[config.mk]
export PLATFORM = sky130hd
export DESIGN_NAME = regfile_write_arbiter
export DESIGN_NICKNAME = d
export VERILOG_FILES = /design/src/rtl/regfile_write_arbiter.sv
export SDC_FILE = /design/constraint.sdc
export NUM_CORES = 1
export LEC_CHECK = 0
export CAP_MARGIN = 20
export CORE_UTILIZATION = 46
export DETAILED_ROUTE_END_ITERATION = 12
export HOLD_SLACK_MARGIN = 0.08
export PLACE_DENSITY = 0.82
export SLEW_MARGIN = 0
export SYNTH_ARGS = -nofsm -noshare
export SYNTH_HDL_FRONTEND = slang
export SYNTH_SLANG_ARGS = --single-unit
[constraint.sdc]
create_clock -name Clk -period 5.01 [get_ports Clk]
set_input_delay 1.002 -clock Clk [delete_from_list [all_inputs] [get_ports Clk]]
set_output_delay 1.002 -clock Clk [all_outputs]
set_load 0.01 [all_outputs]
[src/rtl/regfile_write_arbiter.sv]
// Round-robin arbiter sharing the register file write port
// between ALU writeback (req 0) and load/link writeback (req 1).
module regfile_write_arbiter #(
  parameter int AW = 5,
  parameter int DW = 32,
  parameter int CW = 16
) (
  input  logic          Clk,
  input  logic          Reset,
  input  logic          Stall,
  input  logic          Req0,
  input  logic [AW-1:0] Addr0,
  input  logic [DW-1:0] Data0,
  output logic          Gnt0,
  input  logic          Req1,
  input  logic [AW-1:0] Addr1,
  input  logic [DW-1:0] Data1,
  output logic          Gnt1,
  output logic [AW-1:0] W_Addr,
  output logic [DW-1:0] W_Data,
  output logic          Write_Reg,
  output logic [CW-1:0] Cnt0,
  output logic [CW-1:0] Cnt1
);

  logic          last_q, last_d;
  logic [AW-1:0] waddr_q, waddr_d;
  logic [DW-1:0] wdata_q, wdata_d;
  logic          wen_q, wen_d;
  logic [CW-1:0] cnt0_q, cnt0_d;
  logic [CW-1:0] cnt1_q, cnt1_d;
  logic          xfer;
  logic [AW-1:0] win_addr;
  logic [DW-1:0] win_data;

  localparam logic [CW-1:0] CntMax = '1;
  localparam logic [CW-1:0] CntOne = {{(CW-1){1'b0}}, 1'b1};

  // On a tie the requester that did not win last time goes first
  always_comb begin
    Gnt0 = 1'b0;
    Gnt1 = 1'b0;
    if (!Reset && !Stall) begin
      Gnt0 = Req0 & (~Req1 | last_q);
      Gnt1 = Req1 & (~Req0 | ~last_q);
    end
  end

  assign xfer     = Gnt0 | Gnt1;
  assign win_addr = Gnt1 ? Addr1 : Addr0;
  assign win_data = Gnt1 ? Data1 : Data0;

  always_comb begin
    last_d  = last_q;
    waddr_d = waddr_q;
    wdata_d = wdata_q;
    wen_d   = 1'b0;
    cnt0_d  = cnt0_q;
    cnt1_d  = cnt1_q;
    if (xfer) begin
      last_d  = Gnt1;
      waddr_d = win_addr;
      wdata_d = win_data;
      wen_d   = (win_addr != '0);
    end
    if (Gnt0 && cnt0_q != CntMax)
      cnt0_d = cnt0_q + CntOne;
    if (Gnt1 && cnt1_q != CntMax)
      cnt1_d = cnt1_q + CntOne;
  end

  always_ff @(posedge Clk or posedge Reset) begin
    if (Reset) begin
      last_q  <= 1'b1;
      waddr_q <= '0;
      wdata_q <= '0;
      wen_q   <= 1'b0;
      cnt0_q  <= '0;
      cnt1_q  <= '0;
    end else begin
      last_q  <= last_d;
      waddr_q <= waddr_d;
      wdata_q <= wdata_d;
      wen_q   <= wen_d;
      cnt0_q  <= cnt0_d;
      cnt1_q  <= cnt1_d;
    end
  end

  assign W_Addr    = waddr_q;
  assign W_Data    = wdata_q;
  assign Write_Reg = wen_q;
  assign Cnt0      = cnt0_q;
  assign Cnt1      = cnt1_q;

endmodule

==> results of run 1 <==
==> Yosys cell counts, types with 3 or more instances <==
master                     instances  area, um^2
sky130_fd_sc_hd__clkbuf_1          5       18.77
sky130_fd_sc_hd__inv_1             6       22.52
sky130_fd_sc_hd__nand2_1          87       326.6
sky130_fd_sc_hd__nor3_1           10       50.05
sky130_fd_sc_hd__and3_1            5       31.28
sky130_fd_sc_hd__a31oi_1          41       256.5
sky130_fd_sc_hd__buf_2            11       55.05
sky130_fd_sc_hd__nand4_1           5       31.28
sky130_fd_sc_hd__dfrtp_1          70        1752
sky130_fd_sc_hd__nand4_2           4       50.05
sky130_fd_sc_hd__xor2_1           18       157.7
sky130_fd_sc_hd__a21oi_1           4       20.02
sky130_fd_sc_hd__nor2_1           51       191.4
sky130_fd_sc_hd__xnor2_1           3       26.28
sky130_fd_sc_hd__and4_1            5       43.79
sky130_fd_sc_hd__nand3_1           5       25.02
==> worst min-delay path by stage <==
stage                   end  slack [ns]
finish              Cnt1[7]        0.51
detailed placement  Cnt1[7]        0.50
global route        Cnt1[3]        0.53
CTS                 Cnt1[7]        0.51
global placement    Cnt1[7]        0.49
floorplan            last_q        0.50
==> power by group <==
part | internal, W | switching [W]
Clock | 0.000191 | 0.000206
Sequential | 0.000663 | 0.0000830
Combinational | 0.000278 | 0.000202
==> worst max-delay path, cell delays in order <==
cell and delay (ns):
sky130_fd_sc_hd__clkdlybuf4s50_1 0.57, sky130_fd_sc_hd__nor3b_4 0.33, sky130_fd_sc_hd__nand2_1 0.18, sky130_fd_sc_hd__inv_1 0.14
sky130_fd_sc_hd__clkdlybuf4s50_1 0.55
==> final cells by class <==
type                    instances  area (um^2)
fillers                       589         2059
flip-flops and latches         71         1778
multi-input cells             272         1605
repair buffers                154         1531
clock buffers                  12        145.1
well taps                      99        123.9
inverters                       7        26.28
clock inverters                 4        22.52
==> per-stage QoR <==
step	instances	total power, W	setup WS [ns]	cell area [um^2]
floorplan	366	0.0009376	2.213	3478
global placement	603	0.001217	1.313	5065
detailed placement	603	0.001233	1.257	5065
CTS	619	0.001636	1.244	5233
global route	619	0.001709	1.172	5233
finish	619	0.001623	1.240	5233
==> per-layer routing <==
layer  vias up  share of wire (%)  global-route usage [%]
met1      1549                 41                   29.82
met2       118                 50                   39.37
li1       1570                  -                       -
met4         0                2.0                   9.812
met3        15                7.2                   7.018
met5         -                  0                       0
==> registers in the layout, indices dropped and copies added (netlist names) <==
name,count
Cnt0,16
W_Addr,5
last_q,1
Cnt1,16
W_Data,32
Write_Reg,1
==> cells by family (layout without fill, tap and decap cells) <==
family                     after synthesis  in the layout
adders and majority gates                2              2
muxes                                    6              6
xor gates and xnor gates                21             21
and+or+nand+nor                        193            193
AOI/OAI and AO/OA                       50             50
buffers and inverters                   23            177
DFF                                     71             71
==> Flow_metrics.wiki, run 1 <==
{| class="wikitable"
! Metric !! Value
|-
| Clk Latency, worst-skew pair || 0.34 ns
|-
| CTS max path bufs || 2
|-
| Synthesized flop and latch total || 71
|-
| Hold-fix buffer count after cts || 0
|-
| Min-delay worst type || flop to flop
|-
| PortBufs || 150
|-
| Worst hold margin || 0.5093 ns
|-
| Number of cells traversed by the worst hold path || 1
|-
| Detailed Routing Iterations Pass 1 || 4
|-
| Peak supply drop || 0.0001680 V
|-
| Net count of the finished layout || 596
|-
| Cell Pwr Density || 310.1 nW/um^2
|-
| Number of synthesized flops with an enable pin || 0
|-
| Root buffer cell || sky130_fd_sc_hd__clkbuf_8
|-
| Unrepaired setup endpoints after global routing || no
|-
| Number of instances resized during post-cts repair || 0
|-
| Final max-slew violation count || 0
|-
| Post-synthesis instance total || 366
|-
| Kind of capture point of the worst setup path || output pin
|-
| Critical path launch point type || input pin
|-
| Xor and xnor fraction of the mapped netlist area || 5.288%
|-
| Path type of the worst setup path || input pin to output pin
|-
| Total via count in the routed design || 3,252
|-
| Reg2Reg Setup Slack || 3.21 ns
|-
| Worst-case headroom to the max-slew limit || 47.88%
|-
| Net count after synthesis || 447
|-
| Clock net sink count || 71
|-
| Detailed Route Iter0 Violations || 188
|-
| Floorplan die height || 88.96 um
|-
| Dominant register cell in the synthesized netlist || sky130_fd_sc_hd__dfrtp_1
|-
| Status || complete, no violations
|-
| DRT antenna net count || 0
|-
| Via count normalized by instance count || 5.254
|-
| Post CTS Setup Buffer Count || 0
|-
| Most frequent cells in the layout || sky130_fd_sc_hd__clkdlybuf4s50_1 (150), sky130_fd_sc_hd__nand2_1 (87), sky130_fd_sc_hd__dfrtp_1 (70), sky130_fd_sc_hd__nor2_1 (51), sky130_fd_sc_hd__a31oi_1 (41)
|-
| Setup TNS || 0 ns
|-
| Final setup vio count || 0
|-
| Detailed-route wire length per cell || 15.00 um
|-
| Final routed wirelength across all metal layers || 9282 um
|-
| Max-cap violation count || 0
|-
| FF-to-FF path depth || 5
|-
| Number of placed I/O pins || 151
|-
| Fraction of the mapped netlist area in simple logic gates || 28.45%
|-
| Area of the mapped netlist || 3478 um^2
|-
| Total routing usage reported by global routing || 23.96%
|-
| Data required time of the worst path || 4.01 ns
|-
| Clock Pin Slew Worst Setup and Hold Paths || 0.07 ns
|-
| Largest net degree at the start of global routing || 76
|-
| Diodes inserted || 0
|-
| Slew at the pin closest to its max-slew limit || 0.7806 ns
|-
| Post-detailed-route DRC marker count || 0
|-
| DPL Wire Length || 6721 um
|-
| Post-route clock skew || 0.008117 ns
|-
| Most common cell after layout, fill and taps aside || sky130_fd_sc_hd__clkdlybuf4s50_1
|-
| Maximum clock frequency || 0.2652 GHz
|-
| Area of the core || 7292 um^2
|-
| Launch point of the worst reg-to-reg path || Cnt0[0]
|-
| Number of synthesis warnings || 0
|-
| Core occupancy in the finished layout || 71.76%
|-
| End of the worst register-to-register path || Cnt0[1]
|-
| Launch point of the worst path || Reset
|-
| Leftover overflow at the end of global routing || 0
|-
| Adder-cell area share of the yosys netlist || 0.7194%
|-
| Minimum clock period after layout || 3.770 ns
|-
| Global-route wire length before repair || 14,480 um
|-
| Layout Area Growth over Synthesis || 50.43%
|-
| Period utilization || 75.25%
|-
| Leakage power || 2.271 nW
|-
| Die Area || 7913 um^2
|-
| Share of layout cells above drive strength 1 || 8.654%
|-
| Syn avg cell area || 9.504 um^2
|-
| Number of global-route vias before repair || 3,051
|-
| Sequential-to-total area share from yosys stat || 51.12%
|-
| Count of cell types in the netlist || 43
|-
| RePlAce Congestion || 0.8690
|-
| Fraction of the mapped netlist area in compound gates || 9.460%
|-
| Post-synthesis mux area share || 2.086%
|-
| Die boundary width || 88.96 um
|-
| Final Hold Fails || 0
|-
| Worst hold path startpoint || Cnt1[7]
|-
| CTS tree || built
|-
| Initial standard-cell utilization of the core || 47.70%
|-
| Main combinational cell family by area after synthesis || simple AND/OR/NAND/NOR gates
|-
| Critical Path End || Gnt0
|-
| Std-Cell Rows || 31
|-
| Max Fanout on Critical Path || 5
|-
| Initial antenna violation count || 0
|-
| Clock buffer count from CTS || 9
|-
| Data arrival time of the worst path || 2.77 ns
|-
| Maximum level of the CTS H-tree || 3
|-
| Post-synth ARST share || 100.0%
|}
(Power assumes the default switching activity.)
==> run 2: changes to the inputs <==
CORE_UTILIZATION = 42   (was 46)
PLACE_DENSITY = 0.76   (was 0.82)
clock period = 3.7 ns   (was 5.01 ns; I/O delays follow)
==> Flow_metrics.wiki, run 2 (synthesized netlist as in run 1, its figures left out) <==
{| class="wikitable"
! Metric !! Value
|-
| Cell count after placement || 607 (was 603)
|-
| Setup TNS || 0 ns (unchanged)
|-
| Layout Area Growth over Synthesis || 50.29% (was 50.43%)
|-
| Largest net degree at the start of global routing || 76 (unchanged)
|-
| Number of placed I/O pins || 151 (unchanged)
|-
| Data arrival time of the worst path || 2.51 ns (was 2.77 ns)
|-
| Worst-case headroom to the max-slew limit || 53.62% (was 47.88%)
|-
| Leftover overflow at the end of global routing || 0 (unchanged)
|-
| Detailed-route wire length per cell || 14.66 um (was 15.00 um)
|-
| Slowest cell delay on critical path || 0.56 ns (was 0.57 ns)
|-
| Fill cell total of the finished layout || 656 (was 589)
|-
| Max Fanout on Critical Path || 5 (unchanged)
|-
| Ordered list of cells on the worst path || clkdlybuf4s50_1 > nor3b_4 > nand2_1 > inv_1 > clkdlybuf4s50_1 (unchanged)
|-
| Minimum clock period after layout || 3.248 ns
|-
| Post-Place Worst Slack || 0.4517 ns (was 1.257 ns)
|-
| Maximum clock frequency || 0.3079 GHz
|-
| Most frequent cells in the layout || sky130_fd_sc_hd__clkdlybuf4s50_1 (150), sky130_fd_sc_hd__nand2_1 (87), sky130_fd_sc_hd__dfrtp_1 (70), sky130_fd_sc_hd__nor2_1 (51), sky130_fd_sc_hd__a31oi_1 (41) (unchanged)
|-
| Path type of the worst setup path || input pin to output pin (unchanged)
|-
| Flip-flop count of the largest register, all copies and words added || 32 (unchanged)
|-
| Non-filler instance count after layout || 620 (was 619)
|-
| Detailed Routing Iterations Pass 1 || 4 (unchanged)
|-
| Net count of the finished layout || 597 (was 596)
|-
| Floorplan die height || 93.01 um (was 88.96 um)
|-
| Slew at the pin closest to its max-slew limit || 0.6957 ns (was 0.7806 ns)
|-
| Leakage power || 2.271 nW (about the same)
|-
| Clk Latency, worst-skew pair || 0.34 ns (about the same)
|-
| Unrepaired setup endpoints after global routing || no (unchanged)
|-
| Min-delay worst type || flop to flop (unchanged)
|-
| Initial standard-cell utilization of the core || 44.10% (was 47.70%)
|-
| Total via count in the routed design || 3,225 (was 3,252)
|-
| Critical-path top delay cell || sky130_fd_sc_hd__clkdlybuf4s50_1 (unchanged)
|-
| Cell repeated most along the worst path || sky130_fd_sc_hd__clkdlybuf4s50_1 (unchanged)
|-
| Detailed Route Iter0 Violations || 92 (was 188)
|-
| Final Hold Fails || 0 (unchanged)
|-
| Dominant delay contributor by cell family on the critical path || buffers and inverters (unchanged)
|-
| Area of all placed cells without fillers || 5228 um^2 (was 5233 um^2)
|-
| Diodes inserted || 0 (unchanged)
|-
| Critical path launch point type || input pin (unchanged)
|-
| DRT antenna net count || 0 (unchanged)
|-
| Post-route clock skew || 0.006428 ns (was 0.008117 ns)
|-
| Die Area || 8650 um^2 (was 7913 um^2)
|-
| Status || complete, no violations (unchanged)
|-
| CTS max path bufs || 2 (unchanged)
|-
| Worst Setup Slack, final || 0.4520 ns (was 1.240 ns)
|-
| Clock Pin Slew Worst Setup and Hold Paths || 0.07 ns (about the same)
|-
| Period utilization || 87.78%
|-
| Peak supply drop || 0.0001943 V (was 0.0001680 V)
|-
| Clock buffer count from CTS || 9 (unchanged)
|-
| Initial antenna violation count || 0 (unchanged)
|-
| Post CTS Setup Buffer Count || 0 (unchanged)
|-
| Post-detailed-placement cell area || 5076 um^2 (was 5065 um^2)
|-
| Final routed wirelength across all metal layers || 9089 um (was 9282 um)
|-
| Via count normalized by instance count || 5.202 (was 5.254)
|-
| RePlAce Congestion || 0.7939 (was 0.8690)
|-
| Global-route wire length before repair || 15,150 um (was 14,480 um)
|-
| Number of global-route vias before repair || 3,103 (was 3,051)
|-
| PortBufs || 150 (unchanged)
|-
| Cell Pwr Density || 414.7 nW/um^2 (was 310.1 nW/um^2)
|-
| Post-detailed-route DRC marker count || 0 (unchanged)
|-
| Final setup vio count || 0 (unchanged)
|-
| Die boundary width || 93.01 um (was 88.96 um)
|-
| Data required time of the worst path || 2.96 ns (was 4.01 ns)
|-
| Total routing usage reported by global routing || 22.50% (was 23.96%)
|-
| Root buffer cell || sky130_fd_sc_hd__clkbuf_8 (unchanged)
|-
| Share of layout cells above drive strength 1 || 8.494% (was 8.654%)
|-
| Clock net sink count || 71 (unchanged)
|-
| Most common cell after layout, fill and taps aside || sky130_fd_sc_hd__clkdlybuf4s50_1 (unchanged)
|-
| Maximum level of the CTS H-tree || 3 (unchanged)
|-
| Final max-slew violation count || 0 (unchanged)
|-
| Max-cap violation count || 0 (unchanged)
|-
| Number of instances resized during post-cts repair || 0 (unchanged)
|-
| Std-Cell Rows || 32 (was 31)
|-
| Area of the core || 7888 um^2 (was 7292 um^2)
|-
| Kind of capture point of the worst setup path || output pin (unchanged)
|-
| CTS tree || built (unchanged)
|-
| Hold-fix buffer count after cts || 0 (unchanged)
|-
| CP Buf/Inv Count || 3 (unchanged)
|-
| DPL Wire Length || 6709 um (was 6721 um)
|}
## run 2: cell count changes in the layout (fill, tap and decap cells not counted), sizes merged
cell / before / now
clkbuf: 12 / 11
buf: 4 / 5
clkinvlp: 1 / 0
clkinv: 3 / 2
## run 2: area by class of cell
type / count / area [um^2] / share of cell area, %
sequential: 71 / 1778 / 34.01
clock inverter: 2 / 10.01 / 0.1915
clock buffer: 11 / 141.4 / 2.705
inverter: 7 / 26.28 / 0.5026
timing repair buffer: 155 / 1539 / 29.44
multi-input combinational: 272 / 1605 / 30.71
tap: 102 / 127.6 / 2.441
## run 2: per-layer routing
metal	GRT usage (%)	wire length (um)
met5	0	0
met4	8.462	164
met3	8.374	773
met2	35.48	4305
met1	28.13	3845
## run 2: path summary, 6_finish.rpt
| kind | start | to | slack [ns] | cells after the start |
|---|---|---|---|---|
| setup / recovery | Reset | Gnt0 | 0.45 | 5 |
| hold / removal | Cnt1[7] | Cnt1[7] | 0.51 | 1 |
| setup reg to reg | Cnt1[0] | Cnt1[1] | 1.88 | 5 |
| hold reg to reg | Cnt1[7] | Cnt1[7] | 0.51 | 1 |
| max in group asynchronous | Reset | W_Data[6] | 2.13 | 3 |
| min in group asynchronous | Reset | Cnt0[8] | 0.86 | 2 |
## run 2: worst register-to-register path: cells and delay by family, from the launching register on
family                   cells  cell delay [ns]
adder cells (fa/ha/maj)      1             0.25
AND/OR/NAND/NOR              3             0.70
multiplexers                 1             0.32
flip-flops                   1             0.44
## run 2: report_power, final
part / internal (W) / leakage [nW] / total [W] / switching, W
Clock: 0.000249 / 0.0809 / 0.000519 / 0.000271
Combinational: 0.000376 / 1.34 / 0.000644 / 0.000269
Sequential: 0.000897 / 0.849 / 0.00100 / 0.000107
Total: 0.00152 / 2.27 / 0.00217 / 0.000646
## run 2: stage by stage
stage	hold WS [ns]	power (W)	util, %
floorplan	0.5001	0.001270	-
finish	0.5107	0.002168	66.28
global placement	0.4935	0.001653	64.36
detailed placement	0.5086	0.001666	64.36
global route	0.5289	0.002283	66.28
CTS	0.5176	0.002191	66.28
==> run 3: changes to the inputs <==
CORE_MARGIN = 4   (was not set)
==> Flow_metrics.wiki, run 3 (synthesized netlist as in run 1, its figures left out) <==
{| class="wikitable"
! Metric !! Value
|-
| Number of cells traversed by the worst hold path || 1 (unchanged)
|-
| Std-Cell Rows || 32 (unchanged)
|-
| Floorplan die height || 99.01 um (was 93.01 um)
|-
| Critical path launch point type || input pin (unchanged)
|-
| Slew at the pin closest to its max-slew limit || 0.7692 ns (was 0.6957 ns)
|-
| Detailed Routing Iterations Pass 1 || 4 (unchanged)
|-
| Area of the core || 7888 um^2 (unchanged)
|-
| CTS tree || built (unchanged)
|-
| Initial standard-cell utilization of the core || 44.10% (unchanged)
|-
| Post-detailed-route DRC marker count || 0 (unchanged)
|-
| Terminating pin of the worst hold path || Cnt1[7] (unchanged)
|-
| Kind of capture point of the worst setup path || output pin (unchanged)
|-
| Detailed-route wire length per cell || 15.57 um (was 14.66 um)
|-
| Worst-case headroom to the max-slew limit || 48.65% (was 53.62%)
|-
| Status || complete, no violations (unchanged)
|-
| Multi-input gate area in the final layout || 1605 um^2 (unchanged)
|-
| Leftover overflow at the end of global routing || 0 (unchanged)
|-
| Initial antenna violation count || 0 (unchanged)
|-
| Post CTS Setup Buffer Count || 0 (unchanged)
|-
| Period utilization || 87.46% (was 87.78%)
|-
| Total routing usage reported by global routing || 20.05% (was 22.50%)
|-
| Layout Area Growth over Synthesis || 51.55% (was 50.29%)
|-
| Dominant delay contributor by cell family on the critical path || buffers and inverters (unchanged)
|-
| Maximum clock frequency || 0.3090 GHz (was 0.3079 GHz)
|-
| Global-route wire length before repair || 15,840 um (was 15,150 um)
|-
| Post-route clock skew || 0.005241 ns (was 0.006428 ns)
|-
| Via count normalized by instance count || 5.169 (was 5.202)
|-
| Ordered list of cells on the worst path || clkdlybuf4s50_1 > nor3b_4 > nand2_1 > inv_1 > clkdlybuf4s50_1 (unchanged)
|-
| Unrepaired setup endpoints after global routing || no (unchanged)
|-
| Detailed Route Iter0 Violations || 61 (was 92)
|-
| Final setup vio count || 0 (unchanged)
|-
| Worst hold path startpoint || Cnt1[7] (unchanged)
|-
| Data required time of the worst path || 2.96 ns (about the same)
|-
| Clock net sink count || 71 (unchanged)
|-
| PortBufs || 150 (unchanged)
|-
| Non-filler instance count after layout || 622 (was 620)
|-
| Total via count in the routed design || 3,215 (was 3,225)
|-
| Final max-slew violation count || 0 (unchanged)
|-
| Sequential Area || 1778 um^2 (unchanged)
|-
| Die boundary width || 99.01 um (was 93.01 um)
|-
| Fill cell total of the finished layout || 642 (was 656)
|-
| Cell repeated most along the worst path || sky130_fd_sc_hd__clkdlybuf4s50_1 (unchanged)
|-
| DRT antenna net count || 0 (unchanged)
|-
| Number of global-route vias before repair || 3,229 (was 3,103)
|-
| RePlAce Congestion || 0.7866 (was 0.7939)
|-
| Clock Pin Slew Worst Setup and Hold Paths || 0.07 ns (about the same)
|-
| Max-cap violation count || 0 (unchanged)
|-
| CP Buf/Inv Count || 3 (unchanged)
|-
| Most frequent cells in the layout || sky130_fd_sc_hd__clkdlybuf4s50_1 (150), sky130_fd_sc_hd__nand2_1 (87), sky130_fd_sc_hd__dfrtp_1 (70), sky130_fd_sc_hd__nor2_1 (51), sky130_fd_sc_hd__a31oi_1 (41) (unchanged)
|-
| FF-to-FF path depth || 5 (unchanged)
|-
| Path type of the worst setup path || input pin to output pin (unchanged)
|-
| Clock buffer count from CTS || 9 (unchanged)
|-
| Setup TNS || 0 ns (unchanged)
|-
| Clk Latency, worst-skew pair || 0.33 ns (was 0.34 ns)
|-
| Data arrival time of the worst path || 2.50 ns (was 2.51 ns)
|-
| Flip-flop count of the largest register, all copies and words added || 32 (unchanged)
|-
| Max Fanout on Critical Path || 5 (unchanged)
|-
| Final Hold Fails || 0 (unchanged)
|-
| Leakage power || 2.290 nW (was 2.271 nW)
|-
| Net count of the finished layout || 596 (was 597)
|-
| Cell count after placement || 606 (was 607)
|-
| Maximum level of the CTS H-tree || 3 (unchanged)
|-
| Critical-path top delay cell || sky130_fd_sc_hd__clkdlybuf4s50_1 (unchanged)
|-
| Largest net degree at the start of global routing || 76 (unchanged)
|-
| Die Area || 9802 um^2 (was 8650 um^2)
|-
| Min-delay worst type || flop to flop (unchanged)
|-
| DPL Wire Length || 7260 um (was 6709 um)
|-
| Reg2Reg Setup Slack || 1.90 ns (was 1.88 ns)
|-
| End of the worst register-to-register path || Cnt1[1] (unchanged)
|-
| Diodes inserted || 0 (unchanged)
|-
| Hold-fix buffer count after cts || 0 (unchanged)
|-
| Final routed wirelength across all metal layers || 9683 um (was 9089 um)
|-
| CTS max path bufs || 2 (unchanged)
|-
| Cell Pwr Density || 430.0 nW/um^2 (was 414.7 nW/um^2)
|-
| Root buffer cell || sky130_fd_sc_hd__clkbuf_8 (unchanged)
|-
| Most common cell after layout, fill and taps aside || sky130_fd_sc_hd__clkdlybuf4s50_1 (unchanged)
|-
| Minimum clock period after layout || 3.236 ns (was 3.248 ns)
|-
| Launch point of the worst reg-to-reg path || Cnt1[0] (unchanged)
|-
| Number of instances resized during post-cts repair || 0 (unchanged)
|-
| Peak supply drop || 0.0002339 V (was 0.0001943 V)
|-
| Number of placed I/O pins || 151 (unchanged)
|-
| Slowest cell delay on critical path || 0.57 ns (was 0.56 ns)
|-
| Share of layout cells above drive strength 1 || 8.654% (was 8.494%)
|}
==> run 3: worst max path at each step <==
stage	startpoint	to	cells after the start
after floorplan	Reset	Cnt0[0]	1
after global placement	Reset	Gnt0	5
after detailed placement	Reset	Gnt0	5
after CTS	Reset	Gnt0	5
after global routing	Reset	Gnt0	5
final	Reset	Gnt0	5
==> run 3: power breakdown <==
group	leakage (nW)	switching (W)	total [W]	internal [W]
Combinational	1.34	0.000274	0.000651	0.000377
Sequential	0.849	0.000112	0.00101	0.000897
Clock	0.100	0.000279	0.000607	0.000327
Total	2.29	0.000665	0.00227	0.00160
==> run 3: final cells by class <==
cell class / count / area share (%)
well taps: 102 / 2.421
clock inverters: 4 / 0.8545
flip-flops and latches: 71 / 33.73
multi-input cells: 272 / 30.45
clock buffers: 12 / 2.753
repair buffers: 154 / 29.29
inverters: 7 / 0.4985
==> run 3: routing by layer <==
| metal | vias to the layer above | GRT usage [%] | part of all wire [%] |
|---|---|---|---|
| met1 | 1514 | 24.21 | 41 |
| li1 | 1568 | - | - |
| met3 | 8 | 8.705 | 11 |
| met2 | 125 | 32.49 | 47 |
| met4 | 0 | 5.987 | 0.86 |
| met5 | - | 0 | 0 |
==> run 3: worst register-to-register path, stage by stage, from the launching register on <==
cell	delay, ns
sky130_fd_sc_hd__dfrtp_1	0.44
sky130_fd_sc_hd__ha_1	0.25
sky130_fd_sc_hd__and3_1	0.25
sky130_fd_sc_hd__and4bb_4	0.25
sky130_fd_sc_hd__nor2_2	0.20
sky130_fd_sc_hd__mux2_4	0.32
==> run 3: through the flow <==
stage          utilization (%)  hold WS [ns]  setup slack (ns)  instance area [um^2]  power (W)
2_1_floorplan                -        0.5001             1.165                  3478   0.001270
3_3_place_gp             64.42        0.4962            0.4746                  5081   0.001663
3_5_place_dp             64.42        0.5052            0.4609                  5081   0.001679
4_1_cts                  66.83        0.5177            0.4510                  5271   0.002297
5_1_grt                  66.83        0.5402            0.3507                  5271   0.002395
6_report                 66.83        0.5161            0.4640                  5271   0.002267
